File: src/rtl/pb_debounce.sv
`default_nettype none
// ============================================================================
//  Module   : pb_debounce
//  Purpose  : Three-channel push-button conditioner. Each raw, bouncing button
//             pin is passed through a two-flop synchroniser, optionally
//             inverted, and then qualified by a stable-count debouncer. The
//             result is a clean, active-high level per button.
//  Revision : 1.0  initial release
// ----------------------------------------------------------------------------
//  Parameters
//    DEBOUNCE_CYCLES  consecutive cycles a new level must persist (2..2^24)
//    CNT_W            qualification counter width
//    INV_MASK         bit i set -> button i+1 is active-low at the pin
//  Ports
//    clk                       system clock, rising edge
//    rst                       asynchronous reset, active low
//    pb1_raw/pb2_raw/pb3_raw   raw button pins, asynchronous to clk
//    pb1/pb2/pb3               debounced active-high levels (registered)
//    pb_busy                   some channel is qualifying a change (registered)
// ============================================================================
module pb_debounce #(
    parameter int         DEBOUNCE_CYCLES = 250000,
    parameter int         CNT_W           = $clog2(DEBOUNCE_CYCLES),
    parameter logic [2:0] INV_MASK        = 3'b000
) (
    input  logic clk,
    input  logic rst,
    input  logic pb1_raw,
    input  logic pb2_raw,
    input  logic pb3_raw,
    output logic pb1,
    output logic pb2,
    output logic pb3,
    output logic pb_busy
);

    // Counter value seen on the final qualifying cycle.
    localparam logic [CNT_W-1:0] CNT_LAST = CNT_W'(DEBOUNCE_CYCLES - 1);

    logic [2:0] raw_w;
    logic [2:0] counting_w;
    logic [2:0] out_w;
    logic       busy_d;
    logic       busy_q;

    assign raw_w = {pb3_raw, pb2_raw, pb1_raw};

    generate
        for (genvar i = 0; i < 3; i++) begin : g_ch
            logic             sync1_q;
            logic             sync2_q;
            logic             out_q;
            logic             out_d;
            logic [CNT_W-1:0] cnt_q;
            logic [CNT_W-1:0] cnt_d;
            logic             sample_w;

            // Synchroniser flops reset to the inactive pin level, so the
            // logical sample is 0 straight out of reset.
            assign sample_w      = sync2_q ^ INV_MASK[i];
            // The channel state is implied: COUNTING whenever the sample
            // disagrees with the accepted level, STABLE otherwise.
            assign counting_w[i] = (sample_w != out_q);
            assign out_w[i]      = out_q;

            // Any cycle of agreement (glitch) drops the count back to zero;
            // acceptance takes the new level and clears the count together.
            always_comb begin
                cnt_d = '0;
                out_d = out_q;
                if (counting_w[i]) begin
                    if (cnt_q == CNT_LAST) begin
                        out_d = sample_w;
                    end else begin
                        cnt_d = cnt_q + 1'b1;
                    end
                end
            end

            always_ff @(posedge clk or negedge rst) begin
                if (!rst) begin
                    sync1_q <= INV_MASK[i];
                    sync2_q <= INV_MASK[i];
                    cnt_q   <= '0;
                    out_q   <= 1'b0;
                end else begin
                    sync1_q <= raw_w[i];
                    sync2_q <= sync1_q;
                    cnt_q   <= cnt_d;
                    out_q   <= out_d;
                end
            end
        end
    endgenerate

    assign busy_d = |counting_w;

    always_ff @(posedge clk or negedge rst) begin
        if (!rst) begin
            busy_q <= 1'b0;
        end else begin
            busy_q <= busy_d;
        end
    end

    assign pb1     = out_w[0];
    assign pb2     = out_w[1];
    assign pb3     = out_w[2];
    assign pb_busy = busy_q;

endmodule
`default_nettype wire
File: config.mk
export PLATFORM = sky130hd
export DESIGN_NAME = pb_debounce
export DESIGN_NICKNAME = d
export VERILOG_FILES = /design/src/rtl/pb_debounce.sv
export SDC_FILE = /design/constraint.sdc
export NUM_CORES = 1
export LEC_CHECK = 0
export BUFFER_PORTS_ARGS = -buffer_cell sky130_fd_sc_hd__buf_4
export CORE_AREA = 2 2 74 76
export CTS_BUF_LIST = sky130_fd_sc_hd__clkbuf_8
export DETAILED_ROUTE_END_ITERATION = 8
export DIE_AREA = 0 0 76 78
export GPL_TIMING_DRIVEN = 0
export HOLD_SLACK_MARGIN = 0.02
export PLACE_DENSITY = 0.76
export SLEW_MARGIN = 15
export SYNTH_ARGS = -nofsm -noshare
export SYNTH_HDL_FRONTEND = slang
export SYNTH_SLANG_ARGS = --single-unit
File: constraint.sdc
create_clock -name clk -period 5.4 [get_ports clk]
set_input_delay 1.08 -clock clk [delete_from_list [all_inputs] [get_ports clk]]
set_output_delay 1.08 -clock clk [all_outputs]
set_load 0.05 [all_outputs]
==> results.py, run 1 <==
metrics = {
    "status": {
        "outcome": "completed",
    },
    "placement": {
        "postPlaceCellArea_sq_um": 3170,
        "numPlacedInstances": 375,
        "gp_congestion": 0.862,
        "place.detailed.hpwl_microns": 3750,
        "post-place-ws_ns": 2.93,
        "io_buffer_count": 8,
    },
    "worst_setup_path": {
        "crit_arrival_ns": 2.73,
        "max_stage_delay_ns": 0.65,
        "crit_chain": "ha_1 > nand4_1 > or4_4 > o41ai_4 > buf_2 > nor2_1",
        "rrSetupSlack_ns": 2.89,
        "path_max_fanout": 10,
        "worst_r2r_endpoint": "g_ch[0].cnt_q[10]",
        "crit_type": "flip-flop to flip-flop",
        "endpoint_kind": "flip-flop",
        "r2r-start": "g_ch[0].cnt_q[0]",
        "crit_path_start_kind": "flip-flop",
        "crit_path_top_delay_cell": "or4_4",
        "reg2reg_depth": 6,
        "worstPathRequired_ns": 5.62,
    },
    "min_path": {
        "holdPathEnd": "g_ch[0].sample_w",
        "hold_depth": 0,
        "hp-class": "flip-flop to flip-flop",
        "holdCritStartpoint": "g_ch[0].sync1_q",
    },
    "route": {
        "wl_per_cell_microns": 14.3,
        "drc": 0,
        "drt-total-wl_microns": 5600,
        "avgViaCountPerCell": 5.63,
        "vias": 2200,
        "dr.pass1.iters": 4,
        "postRouteAntennaNets": 0,
        "drt_iter0_drc": 80,
    },
    "timing": {
        "rsz0062_at_grt": "no",
        "hold_ws_ns": 0.348,
        "hold_viol_final": 0,
        "skew_ns": 0.00526,
        "finalSetupTns_ns": 0,
        "fmax_mhz": 398,
        "report.final.slew_viol_count": 0,
        "slew_headroom_pct": 42.3,
        "period_share_pct": 46.5,
        "min_period_ns": 2.51,
        "finalSetupViolCount": 0,
        "setup_ws_ns": 2.89,
        "worstMarginPinSlew_ns": 0.857,
    },
    "finish": {
        "layout-drive-gt1-share_pct": 10.9,
        "fillers": 398,
        "final_cell_area_sq_um": 3350,
        "final_core_util_pct": 66.5,
        "syn_to_final_growth_pct": 11.0,
        "stdcell_count": 391,
        "diodes": 0,
        "nNetsFinal": 324,
    },
    "global_routing": {
        "grt_pass1_vias": 2138,
        "grt_max_degree": 65,
        "grt_util_all_layers_pct": 21.2,
        "antenna_found_initial": 0,
        "overflow": 0,
        "grt_pass1_wl_microns": 9930,
    },
    "die": {
        "core_sq_um": 5040,
        "die_h_microns": 78,
        "initial_utilization_pct": 59.9,
        "die_w_microns": 76,
        "io_pins": 9,
        "die-area_sq_um": 5930,
        "num_rows": 26,
    },
    "clock_network": {
        "clk_latency_ns": 0.33,
        "h-tree-depth": 3,
        "post-cts-setup-buffers": 0,
        "cts_buffers": 9,
        "cts-root-buf": "clkbuf_8",
        "clockBufferDepth": 2,
        "cts_resized": 0,
        "clock-sinks": 64,
        "hold_buffers": 0,
        "cts_tree": "built",
        "clk_pin_slew_ns": 0.07,
    },
    "flow_run": {
        "maxCapViolations": 0,
    },
    "synth": {
        "synth_top_cell_by_area": "dfrtp_1",
        "ys_warn_count": 0,
        "syn_avg_cell_area_sq_um": 10.2,
        "ys_ff_latch": 64,
        "seq_area_frac_synth_pct": 53.0,
        "synth_edf_count": 0,
        "synthCells": 297,
        "synth.top_cell.area_share_pct": 53.0,
        "synthFlopType": "dfrtp_1",
        "synth_area_leaders": "dfrtp_1 53%, xnor2_1 11%, nor2_1 7.5%",
        "synthDistinctLibCells": 31,
        "syn_nets": 305,
        "synth_top_cells_by_count": "64 x dfrtp_1, 60 x nor2_1, 38 x xnor2_1",
        "synth_async_sr_flop_share_pct": 100,
        "synth_area_sq_um": 3020,
        "synth.most_common_cell": "dfrtp_1",
    },
    "power": {
        "pwr-share-comb_pct": 3.6,
        "leakagePower_nw": 1.32,
        "pwr-share-clk_pct": 41.6,
        "p_total_mw": 0.903,
        "p_int_mw": 0.698,
        "switching_share_pct": 22.7,
        "ir_drop_v": 0.000186,
        "share_seq_of_total_power_pct": 54.8,
        "powerDensity_nw_per_um2": 269,
        "power_switching_mw": 0.205,
    },
}
==> registers in the layout, summed over array words and instances (netlist names) <==
register / flops
g_ch.cnt_q: 54
g_ch.sample_w: 3
g_ch.sync1_q: 3
pb1: 1
pb2: 1
pb3: 1
pb_busy: 1
==> power groups by stage <==
stage          clock, mW  combinational (mW)  sequential (mW)
6_report           0.376              0.0328            0.494
3_3_place_gp           0              0.0332            0.503
2_1_floorplan          0              0.0162            0.503
4_1_cts            0.384              0.0342            0.494
5_1_grt            0.407              0.0380            0.495
3_5_place_dp           0              0.0339            0.503
==> area by class of cell <==
class	count	area [sq um]	area share (%)
multi-input combinational	216	1350	40.3
clock inverter	4	20.0	0.597
inverter	12	45.0	1.34
sequential	64	1600	47.8
buffer	5	21.3	0.634
tap	70	87.6	2.61
clock buffer	12	165	4.93
timing repair buffer	8	60.1	1.79
==> worst max-delay path by stage <==
stage / startpoint / to / slack, ns / depth (start not counted)
after CTS: g_ch[0].cnt_q[0] / g_ch[0].cnt_q[11] / 2.90 / 6
after global routing: g_ch[1].cnt_q[9] / g_ch[1].cnt_q[13] / 2.69 / 5
after floorplan: g_ch[0].cnt_q[13] / pb1 / 3.12 / 4
after detailed placement: g_ch[0].cnt_q[0] / g_ch[0].cnt_q[14] / 2.93 / 6
final: g_ch[0].cnt_q[0] / g_ch[0].cnt_q[10] / 2.89 / 6
after global placement: g_ch[0].cnt_q[0] / g_ch[0].cnt_q[9] / 2.96 / 6
==> critical path, delay by kind of cell (launching register included) <==
kind | cells | cell delay, ns
buffers and inverters | 1 | 0.32
AND/OR/NAND/NOR | 3 | 1.03
flip-flops | 1 | 0.39
AO/OA/AOI/OAI | 1 | 0.41
adder cells (fa/ha/maj) | 1 | 0.23
==> routing by layer <==
metal / up-vias / wire [microns] / global-route usage [%]
met5: - / 0 / 0
met4: 0 / 25 / 6.00
met3: 2 / 222 / 6.63
met2: 45 / 2630 / 32.9
met1: 1080 / 2730 / 29.1
li1: 1073 / - / -
==> kinds of logic (layout without fill, tap and decap cells) <==
logic type / after synthesis / in the layout / share of synthesized area (%)
compound gates: 10 / 10 / 3.23
xor+xnor: 47 / 47 / 13.6
fa+ha+maj: 3 / 3 / 1.24
buf+inv: 17 / 41 / 2.20
flops: 64 / 64 / 53.0
mux: 4 / 4 / 1.57
simple gates: 152 / 152 / 25.1
==> placed cells by master, fill, tap and decap left out, drive strengths merged, types with 2 or more instances in the layout <==
master and n:
ha 3, nand2 12, nor2 60, nand3 22
dfrtp 64, xnor2 38, mux2 3, xor2 9
clkbuf 15, or3 3, a21oi 3, o21ai 3
nand4 14, and4 2, inv 14, or4 5
o41ai 3, nor4 17, buf 10, nor3 12
(Power assumes the default switching activity.)
==> inputs of run 2 (changes only) <==
--- a/config.mk
+++ b/config.mk
@@ -5,14 +5,15 @@
 export SDC_FILE = /design/constraint.sdc
 export NUM_CORES = 1
 export LEC_CHECK = 0
+export ABC_AREA = 1
 export BUFFER_PORTS_ARGS = -buffer_cell sky130_fd_sc_hd__buf_4
-export CORE_AREA = 2 2 74 76
+export CORE_AREA = 2 2 80 82
 export CTS_BUF_LIST = sky130_fd_sc_hd__clkbuf_8
 export DETAILED_ROUTE_END_ITERATION = 8
-export DIE_AREA = 0 0 76 78
+export DIE_AREA = 0 0 82 84
 export GPL_TIMING_DRIVEN = 0
 export HOLD_SLACK_MARGIN = 0.02
-export PLACE_DENSITY = 0.76
+export PLACE_DENSITY = 0.75
 export SLEW_MARGIN = 15
 export SYNTH_ARGS = -nofsm -noshare
 export SYNTH_HDL_FRONTEND = slang
==> constraint.sdc (replaced) <==
create_clock -name clk -period 2.2 [get_ports clk]
set_input_delay 0.44 -clock clk [delete_from_list [all_inputs] [get_ports clk]]
set_output_delay 0.44 -clock clk [all_outputs]
set_load 0.05 [all_outputs]
==> run 2 against run 1 <==
Cell count up 31%. Final area up 11%. Wire length up 7.3%. Core utilization down 5.6 points. Sequential power up 140%. Critical path type unchanged. Global-route usage down 0.60 points. Critical path depth down 2. First-iteration DRC count up 98%. Area after synthesis up 11%.
==> results.py, run 2 <==
metrics = {
    "power": {
        "p_total_mw": 2.33,
        "powerDensity_nw_per_um2": 627,
        "leakagePower_nw": 1.57,
        "ir_drop_v": 0.000643,
    },
    "timing": {
        "slew_headroom_pct": 48.0,
        "setup_ws_ns": 0.658,
        "rsz0062_at_grt": "no",
        "period_share_pct": 70.1,
        "worstMarginPinSlew_ns": 0.779,
        "skew_ns": 0.00792,
        "hold_viol_final": 0,
        "finalSetupTns_ns": 0,
        "fmax_mhz": 649,
        "report.final.slew_viol_count": 0,
        "finalSetupViolCount": 0,
        "min_period_ns": 1.54,
    },
    "worst_setup_path": {
        "crit_arrival_ns": 1.77,
        "path_max_fanout": 10,
        "reg2reg_depth": 4,
        "worstPathRequired_ns": 2.43,
        "rrSetupSlack_ns": 0.66,
        "endpoint_kind": "flip-flop",
        "crit_path_start_kind": "flip-flop",
        "worst_r2r_endpoint": "g_ch[0].cnt_q[12]",
        "crit_type": "flip-flop to flip-flop",
        "r2r-start": "pb1",
    },
    "finish": {
        "final_cell_area_sq_um": 3710,
        "regMostFlops": "g_ch.cnt_q",
        "syn_to_final_growth_pct": 10.8,
        "nNetsFinal": 439,
        "final_core_util_pct": 60.9,
        "layout_commonest_cell": "nor2_1",
        "layout-drive-gt1-share_pct": 13.3,
        "layout_common_cells": "100 x nor2_1, 74 x nand2_1, 64 x dfrtp_1",
        "largest_register_ffs": 54,
        "diodes": 0,
    },
    "flow_run": {
        "maxCapViolations": 0,
    },
    "placement": {
        "post-place-ws_ns": 0.649,
        "gp_congestion": 0.876,
        "io_buffer_count": 8,
        "place.detailed.hpwl_microns": 4230,
        "postPlaceCellArea_sq_um": 3510,
    },
    "route": {
        "wl_per_cell_microns": 11.7,
        "drc": 0,
        "avgViaCountPerCell": 5.00,
        "dr.pass1.iters": 4,
        "vias": 2566,
        "postRouteAntennaNets": 0,
        "drt-total-wl_microns": 6010,
        "drt_iter0_drc": 158,
    },
    "die": {
        "num_rows": 29,
        "die_w_microns": 82,
        "die_h_microns": 84,
        "core_sq_um": 6100,
        "io_pins": 9,
        "die-area_sq_um": 6890,
        "initial_utilization_pct": 55.0,
    },
    "synth": {
        "synth_top_cell_by_area": "dfrtp_1",
        "synth_area_sq_um": 3350,
        "ys_ff_latch": 64,
        "synth_top_cells_by_count": "100 x nor2_1, 74 x nand2_1, 64 x dfrtp_1",
        "synthDistinctLibCells": 24,
        "ys_warn_count": 0,
        "syn_nets": 420,
        "syn_avg_cell_area_sq_um": 8.13,
        "synth_area_leaders": "dfrtp_1 48%, nor2_1 11%, nand2_1 8.3%",
        "synth.top_cell.area_share_pct": 47.8,
        "synth_async_sr_flop_share_pct": 100,
        "synth.most_common_cell": "nor2_1",
        "synthCells": 412,
        "synth_edf_count": 0,
        "seq_area_frac_synth_pct": 47.8,
        "synthFlopType": "dfrtp_1",
    },
    "clock_network": {
        "cts_buffers": 9,
        "clockBufferDepth": 2,
        "post-cts-setup-buffers": 0,
        "cts-root-buf": "clkbuf_8",
        "cts_tree": "built",
        "clk_pin_slew_ns": 0.07,
        "cts_resized": 0,
        "h-tree-depth": 3,
        "hold_buffers": 0,
        "clk_latency_ns": 0.34,
        "clock-sinks": 64,
    },
    "global_routing": {
        "overflow": 0,
        "grt_pass1_wl_microns": 11000,
        "grt_util_all_layers_pct": 20.6,
        "antenna_found_initial": 0,
        "grt_max_degree": 65,
        "grt_pass1_vias": 2493,
    },
    "min_path": {
        "hp-class": "input pin to async pin",
    },
    "status": {
        "outcome": "completed",
    },
}
## run 2: critical path: stages, from the launching register on
cell	delay (ns)
dfrtp_1	0.42
xnor2_2	0.50
inv_1	0.24
nand2_2	0.20
nor2_1	0.07
## run 2: worst max-delay path by stage
stage	from	to	slack, ns	cells past startpoint
2_1_floorplan	pb3	g_ch[2].cnt_q[12]	0.73	4
3_3_place_gp	pb3	g_ch[2].cnt_q[12]	0.64	4
3_5_place_dp	pb1	g_ch[0].cnt_q[12]	0.65	4
4_1_cts	pb1	g_ch[0].cnt_q[12]	0.63	4
5_1_grt	pb3	g_ch[2].cnt_q[12]	0.47	4
6_report	pb1	g_ch[0].cnt_q[12]	0.66	4
## run 2: layer usage
layer / vias to the layer above / routed length [microns] / track usage [%]
li1: 1330 / - / -
met1: 1183 / 2980 / 29.3
met5: - / 0 / 0
met3: 12 / 180 / 3.68
met2: 41 / 2710 / 30.3
met4: 0 / 133 / 9.55
## run 2: area by class of cell
type / instances / area [sq um]
Fill cell: 532 / 2380
Sequential cell: 64 / 1600
Multi-Input combinational cell: 304 / 1580
Inverter: 43 / 161
Clock buffer: 11 / 151
Tap cell: 77 / 96.3
Timing Repair Buffer: 8 / 60.1
Clock inverter: 5 / 55.1
Buffer: 1 / 5.00
## run 2: where the power goes
| part | total [mW] | switching, mW | leakage [nW] | internal, mW |
|---|---|---|---|---|
| combinational | 0.0814 | 0.0581 | 0.601 | 0.0233 |
| sequential | 1.21 | 0.0141 | 0.868 | 1.20 |
| clock | 1.04 | 0.458 | 0.101 | 0.581 |
## run 2: cells by family (layout without fill, tap and decap cells)
| family | after synthesis | in the layout | share of synthesized area [%] |
|---|---|---|---|
| simple gates | 254 | 254 | 35.1 |
| flops | 64 | 64 | 47.8 |
| buf+inv | 44 | 68 | 4.97 |
| xor+xnor | 28 | 28 | 7.99 |
| compound gates | 19 | 19 | 3.06 |
| fa+ha+maj | 3 | 3 | 1.12 |
## run 2: metrics by stage
| stage | instances | hold WS, ns |
|---|---|---|
| 2_1_floorplan | 412 | 0.144 |
| 3_3_place_gp | 497 | 0.337 |
| 5_1_grt | 513 | 0.192 |
| 3_5_place_dp | 497 | 0.350 |
| 4_1_cts | 513 | 0.188 |
| 6_report | 513 | 0.171 |
